<file path="config.mk">
export PLATFORM = sky130hd
export DESIGN_NAME = and4_share_arb_flat
export DESIGN_NICKNAME = d
export VERILOG_FILES = /design/src/rtl/and4_share_arb_if.sv /design/src/rtl/and4_share_arb.sv /design/src/flat_wrapper.sv
export SDC_FILE = /design/constraint.sdc
export NUM_CORES = 1
export LEC_CHECK = 0
export BUFFER_PORTS_ARGS = -buffer_cell sky130_fd_sc_hd__buf_4
export CORE_MARGIN = 2
export CORE_UTILIZATION = 55
export CTS_CLUSTER_SIZE = 30
export DETAILED_ROUTE_END_ITERATION = 16
export PLACE_DENSITY = 0.93
export SYNTH_ARGS = -nofsm -noshare
export SYNTH_HDL_FRONTEND = slang
export SYNTH_SLANG_ARGS = --single-unit
</file>
<file path="constraint.sdc">
create_clock -name clk -period 5.5 [get_ports clk]
set_input_delay 0.275 -clock clk [delete_from_list [all_inputs] [get_ports clk]]
set_output_delay 0.275 -clock clk [all_outputs]
set_load 0.1 [all_outputs]
</file>
<file path="src/rtl/and4_share_arb_if.sv">
// Requester-side handshake bundle for and4_share_arb: two request/operand
// pairs going in, ack/done pulses plus the shared result coming back.
interface and4_share_arb_if;
  logic       req0, req1;
  logic [3:0] data0, data1;
  logic       ack0, ack1;
  logic       done0, done1;
  logic       res;
  logic       busy;
  logic       err;

  modport master (
    output req0, req1, data0, data1,
    input  ack0, ack1, done0, done1, res, busy, err
  );

  modport slave (
    input  req0, req1, data0, data1,
    output ack0, ack1, done0, done1, res, busy, err
  );
endinterface

</file>
<file path="src/rtl/and4_share_arb.sv">
// Round-robin arbiter/sequencer sharing one 4-input AND datapath between two
// requesters. Optional result self-check enabled by defining AND4_ARB_CHECK_EN.
module and4_share_arb #(
  parameter int SETTLE_CYCLES = 2,
  parameter int CNT_W         = 8
) (
  input  logic                  clk,
  input  logic                  rst_n,
  and4_share_arb_if.slave       bus,
  output logic                  dp_m,
  output logic                  dp_n,
  output logic                  dp_p,
  output logic                  dp_q,
  input  logic                  dp_out
);

  typedef enum logic {IDLE, SETTLE} state_t;

  localparam logic [CNT_W-1:0] CNT_LAST = CNT_W'(SETTLE_CYCLES - 1);

  state_t           state;
  logic [CNT_W-1:0] cnt;
  logic             ptr;
  logic             gsel;
  logic             pick1;

  // Requester 1 wins when it asks alone, or when both ask and the pointer favours it.
  assign pick1 = bus.req1 & (~bus.req0 | ptr);

  always_ff @(posedge clk or negedge rst_n) begin
    if (!rst_n) begin
      state     <= IDLE;
      cnt       <= '0;
      ptr       <= 1'b0;
      gsel      <= 1'b0;
      bus.ack0  <= 1'b0;
      bus.ack1  <= 1'b0;
      bus.done0 <= 1'b0;
      bus.done1 <= 1'b0;
      bus.res   <= 1'b0;
      bus.busy  <= 1'b0;
      bus.err   <= 1'b0;
      dp_m      <= 1'b0;
      dp_n      <= 1'b0;
      dp_p      <= 1'b0;
      dp_q      <= 1'b0;
    end else begin
      bus.ack0  <= 1'b0;
      bus.ack1  <= 1'b0;
      bus.done0 <= 1'b0;
      bus.done1 <= 1'b0;
      bus.err   <= 1'b0;
      case (state)
        IDLE: begin
          if (bus.req0 || bus.req1) begin
            if (pick1) begin
              {dp_m, dp_n, dp_p, dp_q} <= bus.data1;
              bus.ack1 <= 1'b1;
              gsel     <= 1'b1;
              ptr      <= 1'b0;
            end else begin
              {dp_m, dp_n, dp_p, dp_q} <= bus.data0;
              bus.ack0 <= 1'b1;
              gsel     <= 1'b0;
              ptr      <= 1'b1;
            end
            cnt      <= '0;
            bus.busy <= 1'b1;
            state    <= SETTLE;
          end
        end
        SETTLE: begin
          // Operand has been stable for SETTLE_CYCLES periods at this edge.
          if (cnt == CNT_LAST) begin
            bus.res   <= dp_out;
            bus.done0 <= ~gsel;
            bus.done1 <= gsel;
            bus.busy  <= 1'b0;
`ifdef AND4_ARB_CHECK_EN
            bus.err   <= (dp_out != (dp_m & dp_n & dp_p & dp_q));
`else
            bus.err   <= 1'b0;
`endif
            state     <= IDLE;
          end else begin
            cnt <= cnt + 1'b1;
          end
        end
        default: state <= IDLE;
      endcase
    end
  end

endmodule

</file>
<file path="src/flat_wrapper.sv">
// flat-port wrapper written by rule: the top's interface ports become plain ports
module and4_share_arb_flat 
#(
  parameter int SETTLE_CYCLES = 2,
  parameter int CNT_W         = 8
)
  (clk, rst_n, dp_m, dp_n, dp_p, dp_q, dp_out, bus_req0, bus_req1, bus_data0, bus_data1, bus_ack0, bus_ack1, bus_done0, bus_done1, bus_res, bus_busy, bus_err);
  and4_share_arb_if bus_i ();
  input  logic clk;
  input  logic rst_n;
  output logic dp_m;
  output logic dp_n;
  output logic dp_p;
  output logic dp_q;
  input  logic dp_out;
  input wire logic [$bits(bus_i.req0)-1:0] bus_req0;
  input wire logic [$bits(bus_i.req1)-1:0] bus_req1;
  input wire logic [$bits(bus_i.data0)-1:0] bus_data0;
  input wire logic [$bits(bus_i.data1)-1:0] bus_data1;
  output wire logic [$bits(bus_i.ack0)-1:0] bus_ack0;
  output wire logic [$bits(bus_i.ack1)-1:0] bus_ack1;
  output wire logic [$bits(bus_i.done0)-1:0] bus_done0;
  output wire logic [$bits(bus_i.done1)-1:0] bus_done1;
  output wire logic [$bits(bus_i.res)-1:0] bus_res;
  output wire logic [$bits(bus_i.busy)-1:0] bus_busy;
  output wire logic [$bits(bus_i.err)-1:0] bus_err;
  assign bus_i.req0 = bus_req0;
  assign bus_i.req1 = bus_req1;
  assign bus_i.data0 = bus_data0;
  assign bus_i.data1 = bus_data1;
  assign bus_ack0 = bus_i.ack0;
  assign bus_ack1 = bus_i.ack1;
  assign bus_done0 = bus_i.done0;
  assign bus_done1 = bus_i.done1;
  assign bus_res = bus_i.res;
  assign bus_busy = bus_i.busy;
  assign bus_err = bus_i.err;
  and4_share_arb #(.SETTLE_CYCLES(SETTLE_CYCLES), .CNT_W(CNT_W)) u_core (.clk(clk), .rst_n(rst_n), .bus(bus_i), .dp_m(dp_m), .dp_n(dp_n), .dp_p(dp_p), .dp_q(dp_q), .dp_out(dp_out));
endmodule
</file>
* Word-level counts from Yosys, hierarchy flattened
Cells that the tools add are included.
** Cells by class
- Add/sub/neg operators :: 1
- Eq/ne operators :: 4
- Multiplexer cells :: 23
- Bitwise gates (word level) :: 5
- Reductions and logical operators :: 5
** Operators by type and width (number)
- $mux 1 :: 18
- $mux 8 :: 2
- $pmux 8 s2 :: 1
- $add 8x1->8 const B :: 1
- $eq 8x1->1 const B :: 1
- $reduce_and 2->1 :: 4
- $ne 2x2->1 const B :: 2
- $pmux 1 s2 :: 2
- $not 1->1 :: 3
- $ne 2x1->1 const B :: 1
- $and 1x1->1 :: 1
- $logic_or 1x1->1 :: 1
- $or 1x1->1 :: 1
** Word-level totals
- Bits in registers :: 21
- Bits of input ports :: 13
- Output and inout port bits :: 11
- Word-level logic and storage cells :: 52

* Depth between registers and ports, before layout
Gate-level depths: netlist (run 1).
- Depth after elaboration :: 6
- Mapped depth :: 7
- Depth with buffers taken out :: 6

* Worst setup path before layout (run 1)
OpenSTA, ideal clock, no wires.
- Path kind :: register to register
- Start point :: register u_core.cnt[1]
- End point :: register u_core.cnt[3]
- Setup time :: 124 ps
- Data arrival time :: 1789 ps
- Data required time :: 5376 ps
- Setup slack :: 3587 ps
- Stages on the path, launching flop included :: 8
- Buffers on the path :: 1
- Period minus slack after synthesis :: 1913 ps
- Cell sequence :: dfrtp_1 > inv_1 > ha_1 > or4b_4 > o41ai_4 > buf_6 > nor3_1 > a211o_1
** Between the ends
- Longest elaborated chain between the ends :: 3
- Elaborated cells between the ends (all ways) :: 6
- Classes of those cells :: add/sub: 1; eq/ne: 2; mux: 2; reduce/logical: 1
** Ends and longest elaborated chain
- from (decl) :: line and4_share_arb.sv:22 : logic [CNT_W-1:0] cnt;
- from (signal assigned) :: line and4_share_arb.sv:86 : cnt <= cnt + 1'b1;
- $add 8x1->8 / $eq 8x1->1 (equally long branches) :: line and4_share_arb.sv:86, and4_share_arb.sv:74
- $mux 8 / $ne 2x2->1 (equally long branches)
- $pmux 8 s2 / $reduce_and 2->1 (equally long branches)
Parallel ways exist; a longest one is shown, timed or not. The select of a mux whose other input is x is not followed.
A chain may end at the register's enable or synchronous reset.

* Worst setup path after layout (run 1)
- Start point :: register u_core.cnt[1]
- End point :: register u_core.cnt[7]
Same word-level chain as after synthesis.

==> impl_metrics.json, run 1 <==
{
  "total_power_mw": 0.282,
  "end_kind": "flop",
  "core_area_um2": 1690,
  "fin_nets": 125,
  "tns_ns": 0,
  "diodes": 0,
  "syn-cell-area_um2": 977,
  "ys_ff_latch": 21,
  "start_util_pct": 57.9,
  "numCtsBuffers": 3,
  "vdd_drop_max_uv": 167,
  "htreeDepth": 1,
  "hp-class": "input port to flop",
  "post-cts-setup-buffers": 0,
  "p_leak_nw": 0.575,
  "place_area_um2": 1130,
  "synth-simple-area-share_pct": 19.6,
  "synth_edf_count": 0,
  "die_area_um2": 2130,
  "cp_slowest_cell": "o41ai_4",
  "worstMarginPinSlew_ns": 0.917,
  "critPathMaxFanout": 13,
  "groute.usage.overall_pct": 20.5,
  "ys_types": 30,
  "first_pass_iters": 4,
  "synth_top_family_by_area": "simple AND/OR/NAND/NOR gates",
  "die_y_um": 46.2,
  "drv_cap": 0,
  "ys.flop_type": "dfrtp_1",
  "synth_compound_gate_area_share_pct": 15.2,
  "post-route-drc-count": 0,
  "startpoint_type": "flop",
  "die_w_um": 46.2,
  "grt_pass1_vias": 716,
  "fin_crit_ns": 2.26,
  "io_buffers": 22,
  "yosysMostFrequentCell": "dfrtp_1",
  "vias": 735,
  "vias_per_cell": 5.83,
  "antenna_found_initial": 0,
  "yosysTopAreaCell": "dfrtp_1",
  "yosysSeqAreaShare_pct": 53.8,
  "crit_required_ns": 5.75,
  "critPathKind": "flop to flop",
  "wl_per_cell_um": 14.1,
  "drtIter0Drc": 11,
  "period_share_pct": 41.1,
  "dp_hpwl_mm": 1.26,
  "syn_avg_cell_area_um2": 11.2,
  "design_area_um2": 1170,
  "drtAntennaViolNets": 0,
  "setup_viol": 0,
  "synth_commonest_cells": "21 x dfrtp_1, 8 x nand3_1, 7 x and3_1, 5 x a211o_1",
  "synth_fp_nets": 102,
  "max_stage_delay_ns": 0.57,
  "status": "complete, no violations",
  "wl_mm": 1.78,
  "path_delay_family": "simple AND/OR/NAND/NOR gates",
  "dp_cells": 121,
  "arrival_ns": 2.51,
  "layout-drive-gt1-share_pct": 25.7,
  "skew_ns": 0.00282,
  "root_buffer": "clkbuf_4",
  "synthMuxAreaShare_pct": 3.20,
  "p_switching_mw": 0.0821,
  "crit_chain": "inv_1 > ha_1 > or4b_4 > o41ai_4 > and2_1 > a211o_1",
  "ioPinCount": 24,
  "synthArstFlopShare_pct": 100,
  "hold_viol_final": 0,
  "place.gp.congestion": 0.862,
  "clk_pin_slew_ns": 0.11,
  "intPower_mw": 0.200,
  "swShare_pct": 29.1,
  "cts_tree": "yes",
  "power.density_nw_per_um2": 242,
  "seqPwrFrac_pct": 57.0,
  "grt_max_degree": 22,
  "timing.critical_path.buf_inv": 1,
  "synth.top_cells.by_area": "dfrtp_1 54%, a211o_1 4.5%, and3_1 4.5%, nand3_1 4.1%, nor3b_1 3.1%",
  "rows": 15,
  "relSlewSlack_pct": 38.8,
  "cts_sinks": 21,
  "max_freq_mhz": 442,
  "area_growth_pct": 19.6,
  "grt_pass1_wl_mm": 3.08,
  "synthAdderAreaFrac_pct": 2.56,
  "synth_cells": 87,
  "yosys_warnings": 0,
  "slew_violations": 0,
  "rsz0062_at_grt": "false",
  "clkPwrFrac_pct": 25.7,
  "clock_latency_ns": 0.30,
  "clock_path_buffers": 2,
  "overflow": 0,
  "power_frac_comb_pct": 17.3,
  "synth_top_area_share_pct": 53.8,
  "synth_xor_area_share_pct": 0.896,
  "layoutNonFillerInstCount": 126
}
-- cells in the final DEF (no fill, tap or decap), types with 2 or more instances in the layout --
master	n
a211o_1	5
a21o_1	2
a221o_1	2
and3_1	7
buf_4	22
clkbuf_4	3
dfrtp_1	21
ha_1	2
inv_1	2
mux2i_1	2
nand2_1	3
nand3_1	8
nor2_1	2
nor2b_1	2
nor3_1	4
nor3b_1	4
o21ai_0	2
o21ai_1	4
-- path summary, 6_finish.rpt --
path                                              endpoint  depth (start not counted)                 startpoint  slack (ns)
worst min register to register  u_core.bus.done0$_DFF_PN0_                          1    u_core.gsel$_DFFE_PN0P_        0.49
max in group asynchronous          u_core.dp_q$_DFFE_PN0P_                          2                      rst_n        4.91
worst max-delay path             u_core.cnt[7]$_DFFE_PN0P_                          6  u_core.cnt[1]$_DFFE_PN0P_        3.24
min in group asynchronous        u_core.cnt[5]$_DFFE_PN0P_                          2                      rst_n        0.38
worst min-delay path               u_core.dp_n$_DFFE_PN0P_                          2               bus_data0[2]        0.19
worst max register to register   u_core.cnt[7]$_DFFE_PN0P_                          6  u_core.cnt[1]$_DFFE_PN0P_        3.24
-- final cells by class --
class / count / area (um2)
well taps: 17 / 21.3
flip-flops and latches: 21 / 526
fillers: 120 / 520
clock buffers: 4 / 26.3
multi-input cells: 58 / 409
repair buffers: 23 / 175
inverters: 3 / 11.3
-- power by group through the flow --
stage	clock, mW	sequential (mW)	combinational, mW
6_report	0.0726	0.161	0.0488
5_1_grt	0.0808	0.162	0.0514
4_1_cts	0.0751	0.161	0.0492
3_5_place_dp	0	0.164	0.0488
3_3_place_gp	0	0.164	0.0480
2_1_floorplan	0	0.187	0.00920
-- registers in the layout (all words and copies together), names as in the netlist --
name and count:
u_core.cnt 8, u_core.bus.ack0 1, u_core.bus.ack1 1, u_core.bus.busy 1, u_core.bus.done0 1, u_core.bus.done1 1
u_core.bus.res 1, u_core.dp_m 1, u_core.dp_n 1, u_core.dp_p 1, u_core.dp_q 1, u_core.gsel 1
u_core.ptr 1, u_core.state 1
-- stage by stage --
step | utilization, % | worst slack (ns) | hold slack [ns]
finish | 69.2 | 3.24 | 0.193
global route | 69.2 | 3.09 | 0.181
CTS | 69.2 | 3.25 | 0.189
detailed placement | 67.0 | 3.28 | 0.170
global placement | 67.0 | 3.38 | 0.169
floorplan | - | 3.59 | -0.0206
-- cells by family (layout without fill, tap and decap cells) --
family	after synthesis	count (layout)
adders and majority gates	2	2
xor gates and xnor gates	1	1
muxes	3	3
DFF	21	21
AOI/OAI and AO/OA	18	18
and+or+nand+nor	33	33
other	1	1
buffers and inverters	8	30
-- what timing repair did --
action | 4_1_cts | 5_1_grt
gates resized for setup | 0 | 0
hold buffers | 1 | 0
setup endpoints to repair | 0 | 0
hold endpoints to repair | 21 | 0
-- metal layers --
layer	global-route usage [%]	part of all wire [%]	up-vias
li1	-	-	360
met5	0	0	-
met4	11.4	1.9	0
met1	27.8	47	346
met3	2.35	4.2	5
met2	31.7	47	24
(Power assumes the default switching activity.)
==> inputs of run 2 (changes only) <==
--- a/config.mk
+++ b/config.mk
@@ -7,10 +7,10 @@
 export LEC_CHECK = 0
 export BUFFER_PORTS_ARGS = -buffer_cell sky130_fd_sc_hd__buf_4
 export CORE_MARGIN = 2
-export CORE_UTILIZATION = 55
+export CORE_UTILIZATION = 51
 export CTS_CLUSTER_SIZE = 30
 export DETAILED_ROUTE_END_ITERATION = 16
-export PLACE_DENSITY = 0.93
+export PLACE_DENSITY = 0.88
 export SYNTH_ARGS = -nofsm -noshare
 export SYNTH_HDL_FRONTEND = slang
 export SYNTH_SLANG_ARGS = --single-unit
==> constraint.sdc (replaced) <==
create_clock -name clk -period 2.1 [get_ports clk]
set_input_delay 0.105 -clock clk [delete_from_list [all_inputs] [get_ports clk]]
set_output_delay 0.105 -clock clk [all_outputs]
set_load 0.1 [all_outputs]
==> run 2 against run 1 <==
Against the previous run: register-to-register slack got worse by 3.1 ns; worst hold slack got worse by 0.16 ns; maximum frequency rose by 13%; utilization rose by 1.5 points; sequential power rose to 2.6 times the previous value; via count rose by 3.4%; critical path depth rose by 1; critical endpoint is now u_core.cnt[3]$_DFFE_PN0P_; largest power group unchanged.
==> impl_metrics.json, run 2 (same netlist as run 1, synthesis figures left out) <==
{
  "status": "complete, no violations",
  "ioPinCount": 24,
  "wl_per_cell_um": 13.5,
  "critPathLaunch": "u_core.cnt[1]$_DFFE_PN0P_",
  "start_util_pct": 55.4,
  "worst_r2r_startpoint": "u_core.cnt[1]$_DFFE_PN0P_",
  "skew_ns": 0.00635,
  "final_cell_mix": "29 x buf_4, 21 x dfrtp_1, 8 x nand3_1, 7 x and3_1, 5 x a211o_1",
  "fin_ws_ns": 0.104,
  "layout_commonest_cell": "buf_4",
  "tns_ns": 0,
  "pre_cts_ws_ns": 0.0425,
  "drtIter0Drc": 9,
  "htreeDepth": 1,
  "die_y_um": 47.8,
  "seqPwrFrac_pct": 56.3,
  "wl_met2_um": 982,
  "crit_required_ns": 2.30,
  "overflow": 0,
  "worstSetupPathDepth": 7,
  "diodes": 0,
  "grt_pass1_vias": 700,
  "critPathKind": "flop to flop",
  "cts_tree": "yes",
  "drt-met1-wl_um": 841,
  "intPower_mw": 0.526,
  "hp-class": "input port to flop",
  "root_buffer": "clkbuf_4",
  "die_w_um": 47.8,
  "topRoutingLayerUsed": "met4",
  "drv_cap": 0,
  "cts_sinks": 21,
  "critPathMaxFanout": 5,
  "clkPwrFrac_pct": 26.3,
  "vias": 760,
  "regMostFlops": "u_core.cnt",
  "cp_slowest_cell": "or4b_4",
  "timing.rr.end": "u_core.cnt[3]$_DFFE_PN0P_",
  "clk_pin_slew_ns": 0.12,
  "worst_r2r_path_depth": 7,
  "layout-drive-gt1-share_pct": 30.8,
  "io_buffers": 22,
  "hold_viol_final": 0,
  "fin_nets": 133,
  "first_pass_iters": 4,
  "rsz0062_at_grt": "false",
  "place.gp.congestion": 0.801,
  "worstMarginPinSlew_ns": 0.562,
  "rows": 15,
  "place_area_um2": 1190,
  "fin_crit_ns": 2.00,
  "core_area_um2": 1760,
  "endpoint": "u_core.cnt[3]$_DFFE_PN0P_",
  "wl_mm": 1.91,
  "p_leak_nw": 0.613,
  "grt_pass1_wl_mm": 3.06,
  "crit_chain": "inv_1 > ha_1 > or4b_4 > o41ai_4 > buf_4 > nor3_1 > a211o_1",
  "postLayoutCoreUtil_pct": 70.7,
  "reg2reg_slack_ns": 0.10,
  "period_share_pct": 95.0,
  "wl_met3_um": 64,
  "path_delay_family": "compound AO/OA/AOI/OAI gates",
  "arrival_ns": 2.20,
  "startpoint_type": "flop",
  "power.density_nw_per_um2": 600,
  "swShare_pct": 29.7,
  "groute.usage.overall_pct": 19.8,
  "drtAntennaViolNets": 0,
  "vias_per_cell": 5.35,
  "area_growth_pct": 27.7,
  "die_area_um2": 2280,
  "max_stage_delay_ns": 0.48,
  "grt_max_degree": 22,
  "p_switching_mw": 0.222,
  "dp_hpwl_mm": 1.40,
  "post-route-drc-count": 0,
  "clock_latency_ns": 0.31,
  "end_kind": "flop",
  "fill_cells": 149,
  "max_freq_mhz": 501,
  "slew_violations": 0,
  "design_area_um2": 1250,
  "vdd_drop_max_uv": 441,
  "total_power_mw": 0.748,
  "timing.critical_path.buf_inv": 2,
  "numCtsBuffers": 3,
  "relSlewSlack_pct": 62.4,
  "antenna_found_initial": 0,
  "power_frac_comb_pct": 17.4,
  "largest_register_ffs": 8,
  "setup_viol": 0,
  "clock_path_buffers": 2
}
==> run 2: worst min-delay path by stage <==
| stage | start | to | slack [ns] | cells past startpoint |
|---|---|---|---|---|
| finish | bus_data0[3] | u_core.dp_m$_DFFE_PN0P_ | 0.03 | 2 |
| global route | bus_data0[2] | u_core.dp_n$_DFFE_PN0P_ | 0.03 | 2 |
| CTS | bus_data0[2] | u_core.dp_n$_DFFE_PN0P_ | 0.02 | 2 |
| detailed placement | rst_n | u_core.cnt[2]$_DFFE_PN0P_ | 0.002 | 1 |
| global placement | rst_n | u_core.cnt[2]$_DFFE_PN0P_ | -0.003 | 1 |
| floorplan | rst_n | u_core.bus.ack0$_DFF_PN0_ | -0.19 | 0 |
==> run 2: what timing repair did <==
item,CTS,global route
resized for setup,0,1
setup endpoints to repair,0,5
hold endpoints to repair,22,0
setup buffers,0,1
hold buffers,2,0
==> run 2: area by class of cell <==
class	count	area (um2)	area share [%]
clock buffers	4	26.3	2.11
multi-input cells	58	415	33.3
flip-flops and latches	21	526	42.1
inverters	3	11.3	0.903
repair buffers	31	238	19.1
well taps	25	31.3	2.51
==> run 2: through the flow <==
| stage | std cells | hold slack, ns |
|---|---|---|
| final | 142 | 0.0307 |
| after global routing | 142 | 0.0314 |
| after CTS | 141 | 0.0213 |
| after detailed placement | 135 | 0.00184 |
| after global placement | 135 | -0.00281 |
| after floorplan | 87 | -0.191 |
==> run 2: routing by layer <==
layer	GRT usage (%)	vias to the layer above
met5	0	-
met4	11.4	0
met3	2.26	4
met2	32.3	18
met1	25.2	362
li1	-	376
==> run 2: power groups by stage <==
| stage | combinational, mW | sequential [mW] | clock [mW] |
|---|---|---|---|
| 3_3_place_gp | 0.127 | 0.428 | 0 |
| 2_1_floorplan | 0.0241 | 0.491 | 0 |
| 5_1_grt | 0.138 | 0.423 | 0.222 |
| 6_report | 0.130 | 0.421 | 0.197 |
| 4_1_cts | 0.132 | 0.421 | 0.206 |
| 3_5_place_dp | 0.129 | 0.429 | 0 |
==> inputs of run 3 (changes only) <==
--- a/config.mk
+++ b/config.mk
@@ -6,6 +6,7 @@
 export NUM_CORES = 1
 export LEC_CHECK = 0
 export BUFFER_PORTS_ARGS = -buffer_cell sky130_fd_sc_hd__buf_4
+export CORE_ASPECT_RATIO = 1.2
 export CORE_MARGIN = 2
 export CORE_UTILIZATION = 51
 export CTS_CLUSTER_SIZE = 30
==> run 3 against run 2 <==
Against the previous run: the run now ends with negative setup slack left; die area about the same; sequential cell count is the same; global-route usage increased by 1.1 points; clock-buffer cell count down 1.
==> impl_metrics.json, run 3 (same netlist as run 1, synthesis figures left out) <==
{
  "place.gp.congestion": 0.811,
  "reg2reg_slack_ns": -0.004,
  "vias": 822,
  "hold-path-cell-count": 2,
  "drv_cap": 0,
  "setup_viol": 1,
  "startpoint_type": "flop",
  "worst_r2r_startpoint": "u_core.cnt[1]$_DFFE_PN0P_",
  "critPathLaunch": "u_core.cnt[1]$_DFFE_PN0P_",
  "vias_per_cell": 6.09,
  "critPathMaxFanout": 5,
  "arrival_ns": 2.30,
  "drtIter0Drc": 31,
  "layout-drive-gt1-share_pct": 33.6,
  "worst_r2r_path_depth": 7,
  "die_area_um2": 2280,
  "vdd_drop_max_uv": 510,
  "die_w_um": 44.0,
  "grt_pass1_wl_mm": 3.40,
  "clock_path_buffers": 2,
  "htreeDepth": 1,
  "layout_commonest_cell": "buf_4",
  "total_power_mw": 0.741,
  "cts_tree": "yes",
  "start_util_pct": 53.4,
  "root_buffer": "clkbuf_4",
  "hold-worst-slack_ns": 0.0178,
  "relSlewSlack_pct": 56.6,
  "timing.rr.end": "u_core.cnt[3]$_DFFE_PN0P_",
  "diodes": 0,
  "grt_pass1_vias": 785,
  "period_share_pct": 100,
  "design_area_um2": 1240,
  "die_y_um": 52.0,
  "clock_latency_ns": 0.30,
  "regMostFlops": "u_core.cnt",
  "fin_nets": 132,
  "fin_ws_ns": -0.00417,
  "drtAntennaViolNets": 0,
  "ioPinCount": 24,
  "violations": "negative setup slack",
  "io_buffers": 22,
  "worstMarginPinSlew_ns": 0.649,
  "core_area_um2": 1830,
  "status": "complete, but fails checks",
  "hp-class": "input port to flop",
  "p_leak_nw": 0.611,
  "wl_mm": 2.26,
  "hold_end": "u_core.bus.res$_DFFE_PN0P_",
  "area_growth_pct": 27.3,
  "post-route-drc-count": 0,
  "antenna_found_initial": 0,
  "rows": 17,
  "power.density_nw_per_um2": 596,
  "fin_crit_ns": 2.10,
  "hp-start": "dp_out",
  "skew_ns": 0.00150,
  "crit_required_ns": 2.30,
  "cts_sinks": 21,
  "final_cell_mix": "28 x buf_4, 21 x dfrtp_1, 7 x and3_1, 7 x nand3_1, 5 x a211o_1",
  "first_pass_iters": 4,
  "dp_hpwl_mm": 1.64,
  "rsz0062_at_grt": "true",
  "hold_viol_final": 0,
  "slew_violations": 0,
  "critPathKind": "flop to flop",
  "place_area_um2": 1170,
  "end_kind": "flop",
  "largest_register_ffs": 8,
  "clk_pin_slew_ns": 0.11,
  "wl_per_cell_um": 16.7,
  "groute.usage.overall_pct": 20.8,
  "grt_max_degree": 22,
  "numCtsBuffers": 3,
  "overflow": 0,
  "max_freq_mhz": 475
}
run 3: stage by stage:
| step | setup slack [ns] | instances | TNS (ns) | util, % |
|---|---|---|---|---|
| 4_1_cts | 0.000834 | 133 | 0 | 66.1 |
| 6_report | -0.00417 | 135 | -0.00417 | 68.0 |
| 2_1_floorplan | 0.187 | 87 | 0 | - |
| 5_1_grt | -0.0897 | 135 | -0.436 | 68.0 |
| 3_3_place_gp | 0.123 | 128 | 0 | 64.1 |
| 3_5_place_dp | 0.0262 | 128 | 0 | 64.1 |
run 3: what timing repair did:
item / in CTS / in global routing
buffers inserted: 0 / 2
hold buffers: 1 / 0
endpoints found under the setup margin: 0 / 8
hold endpoints to repair: 21 / 0
resized for setup: 0 / 4
run 3: critical path, stage by stage, from the launching register on:
cell and delay [ns]:
dfrtp_1 0.44, inv_1 0.07, ha_1 0.12, or4b_4 0.48, o41ai_4 0.38, buf_4 0.21
nor3_1 0.06, a211o_1 0.23
run 3: where the power goes:
part           total, mW  switching (mW)  internal [mW]
Clock              0.190           0.119         0.0709
Combinational      0.130          0.0939         0.0357
Sequential         0.421         0.00635          0.415
Total              0.741           0.219          0.522
run 3: worst max-delay path by stage:
stage	end	slack (ns)
detailed placement	u_core.cnt[4]$_DFFE_PN0P_	0.03
CTS	u_core.cnt[4]$_DFFE_PN0P_	0.0008
global route	u_core.cnt[3]$_DFFE_PN0P_	-0.09
floorplan	u_core.cnt[3]$_DFFE_PN0P_	0.19
global placement	u_core.bus.res$_DFFE_PN0P_	0.12
finish	u_core.cnt[3]$_DFFE_PN0P_	-0.004
run 3: layout make-up:
class	count	area, um2
Sequential cell	21	526
Inverter	3	11.3
Multi-Input combinational cell	58	424
Fill cell	132	586
Tap cell	19	23.8
Timing Repair Buffer	30	231
Clock inverter	1	5.00
Clock buffer	3	22.5
run 3: routing by layer:
layer	vias up	track usage (%)	wire, um
met5	-	0	0
met4	0	12.6	44
met3	6	2.78	99
met2	29	39.0	1310
met1	410	21.2	807
li1	377	-	-
